===== src/rtl/demux4_stream.sv =====
`default_nettype none
// ============================================================================
// Module   : demux4_stream
// Purpose  : 1-to-4 streaming demultiplexer with one registered output slot
//            per channel and independent valid/ready handshakes.
//            Optional delivery counters enabled by macro DEMUX4_COUNT_EN.
// Revision : 1.0 - initial release
// ============================================================================
module demux4_stream #(
    parameter int WIDTH = 8,
    parameter int CNT_W = 16
) (
    input  logic             clk,
    input  logic             rst,
    input  logic             in_valid,
    input  logic [WIDTH-1:0] in_data,
    input  logic [1:0]       in_sel,
    output logic             in_ready,
    output logic             out0_valid,
    output logic             out1_valid,
    output logic             out2_valid,
    output logic             out3_valid,
    output logic [WIDTH-1:0] out0,
    output logic [WIDTH-1:0] out1,
    output logic [WIDTH-1:0] out2,
    output logic [WIDTH-1:0] out3,
    input  logic             out0_ready,
    input  logic             out1_ready,
    input  logic             out2_ready,
    input  logic             out3_ready
`ifdef DEMUX4_COUNT_EN
    ,
    output logic [CNT_W-1:0] cnt0,
    output logic [CNT_W-1:0] cnt1,
    output logic [CNT_W-1:0] cnt2,
    output logic [CNT_W-1:0] cnt3,
    input  logic             cnt_clr
`endif
);

    logic [3:0]       r_full;
    logic [WIDTH-1:0] r_buf [4];

    logic [3:0] w_rdy;
    logic [3:0] w_take;
    logic [3:0] w_put_vec;
    logic       w_put;

    assign w_rdy  = {out3_ready, out2_ready, out1_ready, out0_ready};
    assign w_take = r_full & w_rdy;

    // Only the selected channel's occupancy and ready gate the input, so a
    // stalled channel never blocks traffic bound elsewhere.
    assign in_ready  = ~rst & (~r_full[in_sel] | w_rdy[in_sel]);
    assign w_put     = in_valid & in_ready;
    assign w_put_vec = w_put ? (4'b0001 << in_sel) : 4'b0000;

    generate
        for (genvar i = 0; i < 4; i++) begin : g_ch
            always_ff @(posedge clk) begin
                if (rst) begin
                    r_full[i] <= 1'b0;
                    r_buf[i]  <= '0;
                end else if (w_put_vec[i]) begin
                    // A put refills the slot even while it drains this cycle.
                    r_full[i] <= 1'b1;
                    r_buf[i]  <= in_data;
                end else if (w_take[i]) begin
                    r_full[i] <= 1'b0;
                end
            end
        end
    endgenerate

    assign out0_valid = r_full[0];
    assign out1_valid = r_full[1];
    assign out2_valid = r_full[2];
    assign out3_valid = r_full[3];
    assign out0       = r_buf[0];
    assign out1       = r_buf[1];
    assign out2       = r_buf[2];
    assign out3       = r_buf[3];

`ifdef DEMUX4_COUNT_EN
    logic [CNT_W-1:0] r_cnt [4];

    generate
        for (genvar i = 0; i < 4; i++) begin : g_cnt
            always_ff @(posedge clk) begin
                if (rst || cnt_clr) begin
                    r_cnt[i] <= '0;
                end else if (w_take[i]) begin
                    r_cnt[i] <= r_cnt[i] + 1'b1;
                end
            end
        end
    endgenerate

    assign cnt0 = r_cnt[0];
    assign cnt1 = r_cnt[1];
    assign cnt2 = r_cnt[2];
    assign cnt3 = r_cnt[3];
`endif

endmodule
`default_nettype wire


===== config.mk =====
export PLATFORM = sky130hd
export DESIGN_NAME = demux4_stream
export DESIGN_NICKNAME = d
export VERILOG_FILES = /design/src/rtl/demux4_stream.sv
export SDC_FILE = /design/constraint.sdc
export NUM_CORES = 1
export LEC_CHECK = 0
export ABC_AREA = 1
export BUFFER_PORTS_ARGS = -buffer_cell sky130_fd_sc_hd__buf_2
export CORE_MARGIN = 2
export CORE_UTILIZATION = 50
export DETAILED_ROUTE_END_ITERATION = 8
export GPL_TIMING_DRIVEN = 0
export PLACE_DENSITY = 0.81
export SYNTH_ARGS = -nofsm -noshare
export SYNTH_HDL_FRONTEND = slang
export SYNTH_SLANG_ARGS = --single-unit

===== constraint.sdc =====
create_clock -name clk -period 2.2 [get_ports clk]
set_input_delay 0.22 -clock clk [delete_from_list [all_inputs] [get_ports clk]]
set_output_delay 0.22 -clock clk [all_outputs]
set_load 0.03 [all_outputs]

* Yosys cells after proc, flatten, opt, wreduce, memory -nomap -nowiden
Memory sizes are Yosys's and may differ from the RTL's.
Cells that the tools add are included.
** Storage, ports and cells
- Flip-flop bits (word level) :: 4
- Memory bits (writable) :: 32
- Input bits :: 17
- Output and inout bits :: 37
- Logic and storage cells :: 52
- Memories kept :: 1
** Memory list
- r_buf :: words 4, bits a word 8, rd ports 4, clocked after memory_dff 0, write ports 4, line 42 : logic [WIDTH-1:0] r_buf [4];
** Operators by class
- $lt $le $gt $ge :: 1
- Shifts and indexed selects :: 1
- Muxes and demuxes :: 31
- Bitwise gates (word level) :: 10
- Reductions and logical operators :: 4
** Operators by type and width (number)
- 8-bit 2-to-1 mux :: 4
- 1-bit 2-to-1 mux :: 24
- 2-bit nonzero test :: 4
- 1-bit OR :: 5
- 4-bit bitwise AND :: 1
- 1-bit binary-select mux with 2-bit select :: 2
- 4-bit 2-to-1 mux :: 1
- 1-bit by 2-bit left shift with 4-bit output, first input constant :: 1
- 2-bit by 3-bit less-than comparator with 1-bit output, second input constant :: 1
- 1-bit bitwise AND :: 2
- 1-bit inverter :: 2

* Depth between registers and ports, before layout
- Depth in word-level cells :: 11
- Depth in mapped cells :: 9

* Least setup slack after synthesis
No wires, ideal clock.
- Kind :: register to register
- Start :: reg r_full[2] (netlist: out2_valid)
- End :: mem r_buf[0][0] (enable)
- Data arrival time :: 1186 ps
- Required time :: 1871 ps
- Setup slack :: 685 ps
- Cell stages (with the launch flop) :: 8
- Path buffers :: 0
- Cells stage by stage :: dfxtp_1 > nand2_1 > nand2_1 > nand2_1 > nand2_1 > nand2_4 > nand4_4 > nand2_1
** RTL lines
- start, declared :: line 41 : logic [3:0] r_full;
- start signal, assigned by index :: line 62 : r_full[i] <= 1'b0;
- start signal, assigned by index :: line 66 : r_full[i] <= 1'b1;
- start signal, assigned by index :: line 69 : r_full[i] <= 1'b0;
- end, declared :: line 42

==> impl_metrics.toml <==
[routing]
detail_route.wirelength_um = 2830
route.vias.total = 1055
viasPerCell = 4.95
drtIter0Drc = 25
drt.antenna.violating_nets = 0
post_detailed_route_wirelength_per_cell_um = 13.3
detail_route.drc_violations = 0
detailedRoute.firstPassIterationCount = 4

[global_routing]
via_count_of_the_first_global_routing_pass = 962
initial_antenna_violation_count = 0
grt_use_total_pct = 17.6
grt_remaining_overflow = 0
grt_max_degree = 11
grt_pass1_wl_um = 4350

[logic_synthesis]
post_synth_main_area_contributors = "sky130_fd_sc_hd__edfxtp_1 65%, sky130_fd_sc_hd__nor2_1 8.7%, sky130_fd_sc_hd__nand4_4 5.8%"
synth-compound-area-share_pct = 1.71
post-synth-top-area-cell = "sky130_fd_sc_hd__edfxtp_1"
number_of_flops_mapped_to_enable_cells_by_yosys = 32
async_reset_ff_share_pct = 0
synth_xor_area_share_pct = 0
synth.cells.most_frequent = "34 x sky130_fd_sc_hd__nor2_1, 32 x sky130_fd_sc_hd__edfxtp_1, 21 x sky130_fd_sc_hd__nand2_1"
synth_nets = 140
post_synth_num_cell_types = 12
simple_gate_portion_of_the_synthesized_area_pct = 22.5
synth_fa_ha_area_share_pct = 0
post-synth-top-count-cell = "sky130_fd_sc_hd__nor2_1"
syn-cell-area_sq_um = 1470
syn_area_per_cell_sq_um = 11.9
ys_seq_area_share_pct = 70.9
ys_ff_latch = 36
synth_ff_type = "sky130_fd_sc_hd__edfxtp_1"
synthDominantCellAreaShare_pct = 65.5
synth_top_family_by_area = "simple AND/OR/NAND/NOR gates"
yosys_warnings = 0
synthesis.instances = 123
synth.area.mux_share_pct = 0

[setup_path]
cp_data_required_time_ns = 2.20
critical_path.max_stage_delay_ns = 0.34
cp.arrival_ns = 1.54
critPathKind = "reg -> reg"
critical_path.most_common_cell = "sky130_fd_sc_hd__nand2_1"
timing.rr.start = "out3_valid"
critical_path.startpoint_type = "flop"
ff2ff_setup_slack_ns = 0.66
path_cells = "nand2_1, nand2_1, nand2_1, nand2_1, nand2_4, nand4_4, nand2_1"
timing.critical_path.buf_inv = 0
crit_family = "simple AND/OR/NAND/NOR gates"
crit_start = "out3_valid"
slowest_stage = "sky130_fd_sc_hd__dfxtp_1"
path_max_fanout = 10
worst_setup_path_end_kind = "flop"

[sta]
timing.setup.tns_ns = 0
finalMaxSlewViolations = 0
max_slew_margin_pct = 77.6
rsz0062_at_grt = "false"
hold_violations = 0
tightest_slew_ns = 0.335
clock.fmax_mhz = 650
report.final.setup_viol = 0
skew_ns = 0.00401
final.period_utilization_pct = 69.9
finalHoldWorstSlack_ns = 0.143
min_period_ns = 1.54

[clock_network]
post_cts_hold_buffer_count = 0
clockBufferDepth = 2
cts.repair.resized = 0
ctsHtreeMaxLevel = 2
clock_latency_on_the_worst_skew_pair_ns = 0.32
clock_tree_from_tritoncts = "yes"
root_buf_cell = "sky130_fd_sc_hd__clkbuf_4"
tritoncts.num_buffers = 5
clkSinkCount = 36
postCtsSetupBuffers = 0
clk_pin_slew_worst_paths_ns = 0.10

[layout]
layout_area_growth_over_synthesis_pct = 23.4
drive_gt1_share_pct = 36.8
number_of_antenna_diodes = 0
finalNetCount = 199

[floorplanning]
initial_core_utilization_pct = 52.8
floorplan.die_area_sq_um = 3380
core_sq_um = 2780
floorplan.io_pins = 54
placementRows = 19
die_h_um = 58.2
die_w_um = 58.2

[placement]
gp_routability_congestion = 0.780
place.port_buffers = 52
detailed_place_hpwl_um = 2110

[hold_path]
worstHoldStart = "rst"
hp-class = "in -> reg"

[outcome]
status = "finished clean"

[run]
max_cap_viol_count = 0

[power_and_ir_drop]
pwr_cell_area_nw_per_um2 = 691
power.ir.vdd_worst_mv = 0.535
static-leakage-power_nw = 0.889
cell type report:
class | instances | area (sq um)
Inverter | 16 | 60.1
Buffer | 1 | 11.3
Sequential cell | 36 | 1040
Clock inverter | 2 | 7.51
Clock buffer | 5 | 37.5
Tap cell | 31 | 38.8
Timing Repair Buffer | 52 | 260
Multi-Input combinational cell | 70 | 355
Fill cell | 228 | 970
sequential cells by signal, summed over array words and instances, names as in the netlist:
register / flops
out2_valid: 1
out3_valid: 1
out1_valid: 1
r_buf: 32
out0_valid: 1
per-stage QoR:
stage               area [sq um]  util, %  power, mW  instances  worst slack [ns]
floorplan                   1470        -      0.905        123             0.685
global placement            1770     63.5      0.958        206             0.566
detailed placement          1770     63.5      0.964        206             0.483
CTS                         1810     65.1       1.26        213             0.642
global route                1810     65.1       1.30        213             0.550
finish                      1810     65.1       1.25        213             0.661
path summary, 6_finish.rpt:
| path | endpoint | depth (start not counted) |
|---|---|---|
| worst max-delay path | r_buf[3][0] | 7 |
| worst min-delay path | out3_valid | 2 |
| worst max register to register | r_buf[3][0] | 7 |
| worst min register to register | out1_valid | 2 |
power breakdown:
part / switching [mW] / internal [mW]
clock network: 0.193 / 0.112
registers: 0.00681 / 0.770
logic: 0.127 / 0.0431
per-layer routing:
| layer | global-route usage, % | up-vias | routed length, um |
|---|---|---|---|
| met1 | 22.9 | 478 | 1200 |
| met3 | 6.47 | 2 | 269 |
| met5 | 0 | - | 0 |
| met2 | 27.4 | 50 | 1340 |
| met4 | 5.98 | 0 | 14 |
| li1 | - | 525 | - |
logic make-up after synthesis:
kind of cell    Yosys count
buf+inv                  17
simple gates             65
flops                    36
compound gates            5
cell usage in the layout (no fill, tap or decap):
cell                        n
sky130_fd_sc_hd__nor2_1    34
sky130_fd_sc_hd__inv_2      2
sky130_fd_sc_hd__clkbuf_4   5
sky130_fd_sc_hd__buf_2     52
sky130_fd_sc_hd__nand3_1    3
sky130_fd_sc_hd__a21oi_1    5
sky130_fd_sc_hd__dfxtp_1    4
sky130_fd_sc_hd__clkinv_1   2
sky130_fd_sc_hd__inv_1     14
sky130_fd_sc_hd__nor2_2     2
sky130_fd_sc_hd__nand2_4    1
sky130_fd_sc_hd__buf_6      1
sky130_fd_sc_hd__nand2_1   21
sky130_fd_sc_hd__nand4_4    4
sky130_fd_sc_hd__edfxtp_1  32
Note: power is estimated with default switching activity, not from simulation.
